<file path="config.mk">
export PLATFORM = sky130hd
export DESIGN_NAME = lane_tx_scheduler
export DESIGN_NICKNAME = d
export VERILOG_FILES = /design/src/rtl/lane_tx_scheduler.sv
export SDC_FILE = /design/constraint.sdc
export NUM_CORES = 1
export LEC_CHECK = 0
export BUFFER_PORTS_ARGS = -buffer_cell sky130_fd_sc_hd__buf_2
export CORE_MARGIN = 2
export CORE_UTILIZATION = 41
export DETAILED_ROUTE_END_ITERATION = 12
export PLACE_DENSITY = 0.6
export SLEW_MARGIN = 20
export SYNTH_ARGS = -nofsm -noshare
export SYNTH_HDL_FRONTEND = slang
export SYNTH_SLANG_ARGS = --single-unit
</file>
<file path="constraint.sdc">
create_clock -name clk_4f -period 4.3 [get_ports clk_4f]
set_input_delay 0.645 -clock clk_4f [delete_from_list [all_inputs] [get_ports clk_4f]]
set_output_delay 0.645 -clock clk_4f [all_outputs]
set_load 0.01 [all_outputs]
</file>
<file path="src/rtl/lane_tx_scheduler.sv">
// lane_tx_scheduler: link training then round-robin 4-lane byte scheduling with IDLE fill and COM skips (clk_4f/reset, lane data/valid/ready in, registered data/k/valid/lane out, state_out)
module lane_tx_scheduler #(
  parameter int TRAIN_LEN = 4,
  parameter int SKP_PERIOD = 16,
  parameter logic [7:0] COM = 8'hBC,
  parameter logic [7:0] IDL = 8'h7C
) (
  input  logic       clk_4f,
  input  logic       reset,
  input  logic       active,
  input  logic [7:0] data_in0,
  input  logic [7:0] data_in1,
  input  logic [7:0] data_in2,
  input  logic [7:0] data_in3,
  input  logic       valid0,
  input  logic       valid1,
  input  logic       valid2,
  input  logic       valid3,
  output logic       ready0,
  output logic       ready1,
  output logic       ready2,
  output logic       ready3,
  output logic [7:0] data_out,
  output logic       k_out,
  output logic       valid_out,
  output logic [1:0] lane_out,
  output logic [1:0] state_out
);
  typedef enum logic [1:0] {RST = 2'd0, TRAIN = 2'd1, ACTIVE = 2'd2, WAIT = 2'd3} state_t;
  state_t state, nstate;
  logic [7:0] din [4];
  logic [7:0] hold [4];
  logic [3:0] valid, ready, full, acc, clr;
  logic [7:0] tcnt, scnt, d_nxt;
  logic [1:0] ptr, gl;
  logic found, skp, gnt;
  assign din = '{data_in0, data_in1, data_in2, data_in3};
  assign valid = {valid3, valid2, valid1, valid0};
  assign ready = {4{state == ACTIVE}} & ~full;
  assign {ready3, ready2, ready1, ready0} = ready;
  assign acc = ready & valid;
  assign state_out = state;
  always_comb begin
    found = 1'b0;
    gl = ptr;
    for (int i = 4; i >= 1; i--)
      if (full[ptr + 2'(i)]) begin
        found = 1'b1;
        gl = ptr + 2'(i);
      end
    skp = state == ACTIVE && scnt == 8'(SKP_PERIOD - 1);
    gnt = state == ACTIVE && !skp && found;
    clr = gnt ? 4'b0001 << gl : 4'b0000;
    nstate = state == RST ? TRAIN : state == TRAIN && tcnt != 8'(TRAIN_LEN - 1) ? TRAIN : active ? ACTIVE : WAIT;
    d_nxt = state == RST ? 8'h00 : state == TRAIN || skp ? COM : gnt ? hold[gl] : IDL;
  end
  always_ff @(posedge clk_4f) begin
    if (reset) begin
      state <= RST;
      full <= '0;
      tcnt <= '0;
      scnt <= '0;
      ptr <= 2'd3;
      data_out <= '0;
      k_out <= 1'b0;
      valid_out <= 1'b0;
      lane_out <= '0;
    end else begin
      state <= nstate;
      full <= (full & ~clr) | acc;
      tcnt <= state == TRAIN ? tcnt + 8'd1 : 8'd0;
      scnt <= state == ACTIVE ? (skp ? 8'd0 : scnt + 8'd1) : state == WAIT ? scnt : 8'd0;
      ptr <= gnt ? gl : ptr;
      data_out <= d_nxt;
      k_out <= state != RST && !gnt;
      valid_out <= gnt;
      lane_out <= gnt ? gl : lane_out;
    end
  end
  always_ff @(posedge clk_4f)
    for (int n = 0; n < 4; n++)
      if (acc[n]) hold[n] <= din[n];
endmodule

</file>
# Word-level counts from Yosys, hierarchy flattened
# Memory sizes are Yosys's and may differ from the RTL's.
# Index checks and enable logic that the tools add are counted.
word_totals:
  regBits: 36
  latch_bits: 0
  ramBits: 32
  mem_bits_ro: 0
  in_bits: 39
  out_inout_bits: 18
  word_cells: 84
  memories: 1
mem_list:
  columns: ["memory", "depth", "word_bits", "read_ports", "rd_clocked_by_memory_dff", "wr", "line", "source"]
  rows:
  - ["hold", 4, 8, 1, 0, 4, "32", "logic [7:0] hold [4];"]
classes:
  add_sub_neg: 5
  multipliers: 0
  div: 0
  order_cmp: 4
  n_eq_ne: 6
  shift: 1
  n_mux: 32
  bitwise_logic: 8
  reduce_logical: 15
op_table:
  columns: ["operator", "count"]
  rows:
  - ["2-to-1 mux 8 bit", 5]
  - ["2-to-1 mux 1 bit", 19]
  - ["adder 8 x 1 -> 8 bit, second input constant", 2]
  - ["bitwise AND 4 bit", 3]
  - ["< comparator 2 x 3 -> 1 bit, second input constant", 4]
  - ["binary-select mux 1 bit (select 2 bit)", 4]
  - ["equality test 8 x 4 -> 1 bit, second input constant", 1]
  - ["!= test 8 x 2 -> 1 bit, second input constant", 1]
  - ["inverter 4 bit", 2]
  - ["2-to-1 mux 2 bit", 3]
  - ["OR reduction 3 bit", 2]
  - ["logical AND 1 bit", 5]
  - ["adder 2 bit, second input constant", 2]
  - ["equality test 2 bit, second input constant", 2]
  - ["2-to-1 mux 4 bit", 1]
  - ["OR 4 bit", 1]
  - ["OR reduction 2 bit", 2]
  - ["OR reduction 4 bit", 1]
  - ["<< shifter 1 x 2 -> 4 bit, first input constant", 1]
  - ["adder 2 x 1 -> 2 bit, second input constant", 1]
  - ["equality test 2 x 1 -> 1 bit, second input constant", 1]
  - ["zero test 1 bit", 2]
  - ["zero test 2 bit", 1]
  - ["!= test 2 bit, second input constant", 1]
  - ["3 further kinds", 4]

# Longest topological paths before layout
# Gate-level depths: netlist of run 1.
depth:
  ltp_word: 11
  mapped_depth: 8

# Least setup slack after synthesis of run 1
# No wires, ideal clock.
synth_path:
  path_kind: "register to register"
  startpoint: "reg scnt[0]"
  endpoint: "reg data_out[4]"
  setup_ns: 0.136
  arrival_ns: 1.728
  slack_ns: 2.437
  stages_incl_launch_ff: 9
  path_buffers: 2
  path_cell_list: "dfxtp_1 -> ha_1 -> and3_1 -> buf_2 -> a21oi_2 -> o41ai_2 -> buf_2 -> a2111oi_1 -> a211oi_1"
synth_via:
  elab_chain_len: 7
synth_rtl:
  columns: ["element", "line", "source"]
  rows:
  - ["start, declared", "34", "logic [7:0] tcnt, scnt, d_nxt;"]
  - ["start signal, assigned", "72", "scnt <= state == ACTIVE ? (skp ? 8'd0 : scnt + 8'd1) : state == WAIT ? scnt : 8'd0;"]
  - ["equality test 8 x 4 -> 1 bit *", "51", "skp = state == ACTIVE && scnt == 8'(SKP_PERIOD - 1);"]
  - ["logical AND 1 bit *", "51", null]
  - ["zero test 1 bit", "52", "gnt = state == ACTIVE && !skp && found;"]
  - ["logical AND 1 bit (2 in a row)", "52", null]
  - ["2-to-1 mux 8 bit", "55", "d_nxt = state == RST ? 8'h00 : state == TRAIN || skp ? COM : gnt ? hold[gl] : IDL;"]
  - ["2-to-1 mux 8 bit *", "55", null]
  - ["end signal, assigned", "74", "data_out <= d_nxt;"]
  - ["end, declared", "23", "output logic [7:0] data_out,"]
# Mark *: on every way between the ends. The rest lies on a longest branch, timed or not.
# A chain may end at the register's enable or synchronous reset.

# Final worst setup path of run 1
layout_path:
  startpoint: "reg full[3]"
  endpoint: "reg data_out[0]"
layout_via:
  elab_chain_len: 9
layout_rtl:
  columns: ["element", "line", "source"]
  rows:
  - ["start, declared", "33", "logic [3:0] valid, ready, full, acc, clr;"]
  - ["start signal, assigned", "70", "full <= (full & ~clr) | acc;"]
  - ["binary-select mux 1 bit (select 2 bit)", "47", "if (full[ptr + 2'(i)]) begin"]
  - ["2-to-1 mux 1 bit (not written as such)", "47", null]
  - ["2-to-1 mux 1 bit (4 in a row)", "47", null]
  - ["logical AND 1 bit", "52", null]
  - ["inverter 1 bit (no source line)", null, null]
  - ["OR reduction 4 bit (no source line)", null, null]
# Several ways; a longest one is shown, not always the timed one. The select of a mux whose other input is x is not followed.

==> results of run 1 <==
==> layer usage <==
layer / up-vias / GRT usage / routed length [um] / share of wire
met5: - / 0 / 0 / 0
met4: 0 / 0.0693 / 99 / 0.018
met3: 11 / 0.0477 / 323 / 0.058
met2: 59 / 0.240 / 2610 / 0.47
met1: 903 / 0.218 / 2510 / 0.45
li1: 945 / - / - / -
==> worst max-delay path, stage by stage, from the launching register on <==
cell and delay, ps:
dfxtp_1 390, and2b_1 200, o21ai_1 190, and3_1 710
mux4_2 580, and2_1 160
==> logic make-up after synthesis <==
family,share of synthesized area
XOR/XNOR,0.0327
AND/OR/NAND/NOR,0.153
buffers and inverters,0.0191
AO/OA/AOI/OAI,0.112
flip-flops,0.627
multiplexers,0.0476
adder cells (fa/ha/maj),0.00933
==> stage by stage <==
stage          worst slack, ps  hold slack (ps)  power (mW)   util  std cells
3_5_place_dp              1980              456       0.821  0.475        352
4_1_cts                   1970              464        1.34  0.506        368
3_3_place_gp              2060              444       0.819  0.475        352
5_1_grt                   1790              459        1.39  0.508        368
2_1_floorplan             2440              438       0.778      -        226
6_report                  1960              461        1.33  0.508        368
==> area by class of cell <==
class / instances / area (sq um) / area share
clock inverter: 7 / 75.1 / 0.0233
tap: 77 / 96.3 / 0.0299
timing repair buffer: 56 / 280 / 0.0869
clock buffer: 9 / 124 / 0.0384
multi-input combinational: 149 / 961 / 0.298
inverter: 2 / 7.51 / 0.00233
sequential: 68 / 1680 / 0.521
==> where the power goes <==
| group | total (mW) | leakage (nW) | internal (mW) | switching, mW |
|---|---|---|---|---|
| logic | 0.0972 | 0.551 | 0.0411 | 0.0561 |
| registers | 0.709 | 0.583 | 0.696 | 0.0134 |
| clock network | 0.524 | 0.0923 | 0.270 | 0.253 |
==> synthesized netlist by cell type, drive strengths merged <==
master   number  share of area
a2111oi       1         0.0037
a211oi        9          0.025
a21boi        1         0.0028
a21o          1         0.0028
a21oi         9          0.018
a221o         1         0.0037
a221oi        4          0.013
a22oi         1         0.0028
a311oi        1         0.0033
a31oi         2         0.0047
a41oi         1         0.0033
and2          7          0.016
and2b         1         0.0028
and3          4         0.0093
buf           4          0.012
clkbuf        3         0.0042
dfxtp        36           0.27
edfxtp       32           0.36
ha            2         0.0093
inv           2         0.0028
mux2          2         0.0084
mux2i         6          0.022
mux4          2          0.017
nand2        12          0.017
nand2b        5          0.012
nand3        10          0.019
nand3b        1         0.0028
nand4         1         0.0023
nor2         34          0.048
nor2b         4         0.0093
nor3          3         0.0056
nor4          2         0.0070
o21a          1         0.0028
o21ai         6          0.011
o21bai        3         0.0084
o41ai         1         0.0061
or2           1         0.0023
xnor2         3         0.0098
xor2          7          0.023
==> worst paths after layout <==
path / from / endpoint / slack, ps / cells past startpoint
setup / recovery: full[3]$_SDFF_PP0_ / data_out[0]$_SDFF_PP0_ / 1960 / 5
hold / removal: lane_out[1]$_SDFFE_PP0N_ / lane_out[1]$_SDFFE_PP0N_ / 460 / 2
setup reg to reg: full[3]$_SDFF_PP0_ / data_out[0]$_SDFF_PP0_ / 1960 / 5
hold reg to reg: lane_out[1]$_SDFFE_PP0N_ / lane_out[1]$_SDFFE_PP0N_ / 460 / 2
==> registers in the layout, summed over array words and instances, names as in the netlist <==
| name | count |
|---|---|
| lane_out | 2 |
| valid_out | 1 |
| data_out | 8 |
| state_out | 2 |
| scnt | 8 |
| full | 4 |
| tcnt | 8 |
| k_out | 1 |
| ptr | 2 |
| hold | 32 |
==> results.cfg, run 1 <==
[floorplanning]
fp.coreArea_sq_um = 6350
initial_core_util = 0.422
die_w_um = 84.9
rows = 29
die_h_um = 84.9
die_area_sq_um = 7210
io_pins = 57

[logic_synthesis]
syn-num-nets = 267
ys_ff_latch = 68
syn_inst = 226
synth_warnings = 0
ys_types = 43
ys_seq_area_frac = 0.627
syn-cell-area_sq_um = 2680
synth_area_per_cell_sq_um = 11.9

[sta]
fmax_mhz = 427
fin_crit_sh = 0.544
hold_viol = 0
drv_slew = 0
setup_viol = 0
max_slew_margin = 0.469
skew_ps = 6.94
rsz0062_at_grt = false
tns_ps = 0
tightest_slew_ps = 796
min_period_ps = 2340

[detailed_routing]
drc_errors = 0
drt_first_iter_violations = 116
viasPerCell = 5.21
drt_wl_total_um = 5540
wl_per_cell_um = 15.1
drt-pass1-iter-count = 4
vias = 1918
ant_nets = 0

[clocking]
clock_sinks = 68
cts_hold_buffers = 0
clkSlewWorstSetupHoldPaths_ps = 80
numCtsBuffers = 9
post_cts_resized = 0
clockBufferDepth = 2
clk_latency_ps = 340
htreeDepth = 3
cts_tree = done
cts_setup_buffers = 0
cts_root_buf = clkbuf_8

[critical_path]
arrival_ps = 2580
crit_path_start_kind = flip-flop
critPathRequiredTime_ps = 4530
cp_max_fo = 16
critical_path_class = flip-flop to flip-flop
crit_path_end_kind = flip-flop

[global_route]
grt_pass1_wl_um = 8760
grt_pass1_vias = 1768
track_usage = 0.160
gr-total-overflow = 0
grt_max_degree = 20
antenna_found_initial = 0

[job]
drv_cap = 0

[pwr]
ir_drop_v = 0.000291
p_leak_nw = 1.23
power_density_nw_per_um2 = 412

[hold_path]
hold_class = flip-flop to flip-flop

[final_layout]
layout.nets = 327
stdcell_area_sq_um = 3230
layout_common_cells = buf_2 (56), dfxtp_1 (36), nor2_1 (34)
syn_to_final_growth_pct = 20.2
fillerInstances = 587
layout_commonest_cell = buf_2
antenna_cells = 0
drive_gt1_frac = 0.268

[place]
numPortBuffers = 56
dpl.hpwl_um = 3920
place_area_sq_um = 3020
gp_congestion = 0.861

[outcome]
outcome = finished clean
Power figures use the tool's default switching activity.
==> inputs of run 2 (changes only) <==
Clock period 4.3 ns to 2.4 ns, I/O delays scaled along.
==> results.cfg, run 2 (same netlist as run 1, synthesis figures left out) <==
[final_layout]
top_register = hold
syn_to_final_growth_pct = 20.7
layout.nets = 330
multi_input_area_sq_um = 950
layout_commonest_cell = buf_2
fillerInstances = 574
antenna_cells = 0
seqCellArea_sq_um = 1680
layout_common_cells = buf_2 (56), dfxtp_1 (36), nor2_1 (34)
fin_cells = 371
drive_gt1_frac = 0.276
largest_reg_flops = 32
stdcell_area_sq_um = 3240

[detailed_routing]
wl_met3_um = 235
drc_errors = 0
drt_first_iter_violations = 155
met1_length_um = 2660
drt-pass1-iter-count = 4
top_layer = met4
ant_nets = 0
drt_wl_total_um = 5700
viasPerCell = 5.18
vias = 1923
met2_length_um = 2690
wl_per_cell_um = 15.4

[critical_path]
reg2reg_slack_ps = 460
r2r-start = ptr[0]$_SDFFE_PP1N_
critPathRequiredTime_ps = 2600
r2r_cells = 6
crit_path_top_delay_cell = dfxtp_1
critical_path_class = flip-flop to flip-flop
arrival_ps = 2140
cp_slowest_stage_delay_ps = 370
path_depth = 6
startpoint = ptr[0]$_SDFFE_PP1N_
crit_chain = and2b_1 > o21ai_1 > and3_1 > buf_4 > mux2i_1 > a221oi_1
rr_endpoint = data_out[6]$_SDFF_PP0_
crit_path_end_kind = flip-flop
cp_max_fo = 12
crit_path_start_kind = flip-flop
cp.buffers_inverters = 1
critPathTopFamily = simple AND/OR/NAND/NOR gates

[clocking]
cts_hold_buffers = 0
cts_setup_buffers = 0
cts_root_buf = clkbuf_8
clockBufferDepth = 2
clock_sinks = 68
post_cts_resized = 0
numCtsBuffers = 9
clkSlewWorstSetupHoldPaths_ps = 80
htreeDepth = 3
cts_tree = done
clk_latency_ps = 340

[sta]
tightest_slew_ps = 714
hold_viol = 0
holdWs_ps = 188
rsz0062_at_grt = false
drv_slew = 0
fin_crit_sh = 0.806
setup_viol = 0
max_slew_margin = 0.519
skew_ps = 6.20
tns_ps = 0
min_period_ps = 1940
fmax_mhz = 517

[hold_path]
hold_end = hold[1][1]$_DFFE_PP_
hold_depth = 1
min_from = data_in1[1]
hold_class = input pin to flip-flop

[floorplanning]
initial_core_util = 0.422
rows = 29
die_h_um = 84.9
fp.coreArea_sq_um = 6350
die_area_sq_um = 7210
die_w_um = 84.9
io_pins = 57

[global_route]
grt_pass1_wl_um = 9160
gr-total-overflow = 0
antenna_found_initial = 0
grt_max_degree = 20
grt_pass1_vias = 1855
track_usage = 0.169

[pwr]
p_leak_nw = 1.24
power_density_nw_per_um2 = 741
finalPower_mw = 2.40
ir_drop_v = 0.000402

[outcome]
outcome = finished clean

[place]
gp_congestion = 0.845
dp_cells = 355
dpl.hpwl_um = 4020
place_area_sq_um = 3040
numPortBuffers = 56

[job]
drv_cap = 0
run 2: how the worst max path moves through the flow:
stage | end | slack [ps]
2_1_floorplan | data_out[4]$_SDFF_PP0_ | 540
3_3_place_gp | data_out[6]$_SDFF_PP0_ | 540
6_report | data_out[6]$_SDFF_PP0_ | 460
5_1_grt | data_out[6]$_SDFF_PP0_ | 300
3_5_place_dp | data_out[6]$_SDFF_PP0_ | 470
4_1_cts | data_out[6]$_SDFF_PP0_ | 450
run 2: area by class of cell:
cell class,instances,share of cell area
clock buffers,9,0.0383
clock inverters,7,0.0232
inverters,2,0.00232
multi-input cells,149,0.293
flip-flops and latches,68,0.520
well taps,77,0.0298
repair buffers,59,0.0935
run 2: layer usage:
layer | up-vias | GRT usage
li1 | 951 | -
met1 | 901 | 0.231
met2 | 62 | 0.253
met3 | 9 | 0.0360
met4 | 0 | 0.0909
met5 | - | 0
run 2: where the power goes:
group / switching, mW / leakage [nW] / internal [mW] / total [mW]
Sequential: 0.0226 / 0.583 / 1.25 / 1.27
Clock: 0.469 / 0.0923 / 0.485 / 0.953
Combinational: 0.100 / 0.560 / 0.0763 / 0.176
Total: 0.591 / 1.24 / 1.81 / 2.40
run 2: stage by stage:
stage / utilization / setup WS [ps]
after global routing: 0.510 / 302
after detailed placement: 0.478 / 469
after CTS: 0.510 / 453
final: 0.510 / 465
after global placement: 0.478 / 538
after floorplan: - / 537
==> inputs of run 3 (changes only) <==
Clock period 2.4 ns to 2 ns, I/O delays scaled along.
==> results.cfg, run 3 (same netlist as run 1, synthesis figures left out) <==
[detailed_routing]
drt_first_iter_violations = 72
drc_errors = 0
ant_nets = 0
vias = 1917
drt-pass1-iter-count = 4
wl_per_cell_um = 15.1
drt_wl_total_um = 5700
viasPerCell = 5.08

[place]
pre_cts_slack_ps = 121
place_area_sq_um = 3080
gp_congestion = 0.867
dpl.hpwl_um = 4100
numPortBuffers = 56

[clocking]
clock_sinks = 68
cts_root_buf = clkbuf_8
cts_setup_buffers = 0
clk_latency_ps = 340
cts_tree = done
clkSlewWorstSetupHoldPaths_ps = 70
clockBufferDepth = 2
numCtsBuffers = 9
cts_hold_buffers = 0
htreeDepth = 3

[final_layout]
largest_reg_flops = 32
layout_commonest_cell = buf_2
antenna_cells = 0
drive_gt1_frac = 0.290
multi_input_area_sq_um = 955
layout.nets = 336
layout_common_cells = buf_2 (56), dfxtp_1 (36), nor2_1 (34)
finish.utilization = 0.524
top_register = hold
seqCellArea_sq_um = 1680
syn_to_final_growth_pct = 24.0
stdcell_area_sq_um = 3330
fillerInstances = 566

[floorplanning]
die_h_um = 84.9
die_area_sq_um = 7210
initial_core_util = 0.422
io_pins = 57
die_w_um = 84.9
rows = 29
fp.coreArea_sq_um = 6350

[global_route]
antenna_found_initial = 0
grt_pass1_vias = 1802
grt_pass1_wl_um = 9070
track_usage = 0.169
gr-total-overflow = 0
grt_max_degree = 20

[critical_path]
crit_path_start_kind = flip-flop
crit_path_end_kind = flip-flop
arrival_ps = 2080
cp_max_fo = 8
critPathRequiredTime_ps = 2200
reg2reg_slack_ps = 120
critical_path_class = flip-flop to flip-flop

[outcome]
outcome = finished clean

[sta]
fin_crit_sh = 0.938
hold_viol = 0
drv_slew = 0
setup_viol = 0
max_slew_margin = 0.567
fmax_mhz = 533
min_period_ps = 1880
fin_ws_ps = 123
tightest_slew_ps = 642
skew_ps = 8.35
rsz0062_at_grt = true

[job]
drv_cap = 0

[pwr]
ir_drop_v = 0.000505
power_density_nw_per_um2 = 927
finalPower_mw = 3.08
p_leak_nw = 1.29

[hold_path]
hold_class = input pin to flip-flop
==> run 3: changes by cell type in the layout (fill, tap and decap cells not counted), moves of 2 or more <==
cell	delta
clkinv_4	+2
clkinvlp_4	-3
inv_6	-2
clkinv_1	+2
buf_4	+6
bufinv_16	+2
==> run 3: where the power goes <==
part / switching [mW] / leakage [nW] / internal, mW
sequential: 0.0207 / 0.583 / 1.50
combinational: 0.127 / 0.591 / 0.0987
clock: 0.518 / 0.118 / 0.824
total: 0.665 / 1.29 / 2.42
==> run 3: repair_timing <==
item / CTS / global route
endpoints found under the hold margin: 0 / 0
resized for setup: 0 / 2
setup endpoints to repair: 0 / 5
==> run 3: critical path, stage by stage (launching register included) <==
cell	delay (ps)
dfxtp_1	330
ha_1	210
and3_1	250
a21oi_2	190
o41ai_2	160
buf_4	200
a2111oi_1	320
a211oi_1	70
==> run 3: final timing paths <==
path / start / end / depth (start not counted)
worst min-delay path: data_in2[5] / hold[2][5]$_DFFE_PP_ / 1
worst min register to register: lane_out[1]$_SDFFE_PP0N_ / lane_out[1]$_SDFFE_PP0N_ / 2
worst max register to register: scnt[0]$_SDFFE_PP0P_ / data_out[4]$_SDFF_PP0_ / 7
worst max-delay path: scnt[0]$_SDFFE_PP0P_ / data_out[4]$_SDFF_PP0_ / 7
==> run 3: layout make-up <==
| class | count | share of cell area |
|---|---|---|
| flip-flops and latches | 68 | 0.505 |
| multi-input cells | 149 | 0.287 |
| repair buffers | 65 | 0.105 |
| clock buffers | 9 | 0.0372 |
| clock inverters | 7 | 0.0346 |
| well taps | 77 | 0.0290 |
| inverters | 2 | 0.00226 |
==> run 3: per-layer routing <==
layer	track usage	wire [um]
met1	0.223	2580
met2	0.258	2740
met3	0.0457	268
met4	0.0823	102
met5	0	0
==> run 3: stage by stage <==
step	instances	hold WS [ps]	TNS (ps)
global placement	361	452	0
CTS	377	113	0
floorplan	226	399	0
global route	377	103	-36.7
detailed placement	361	456	0
finish	377	128	0
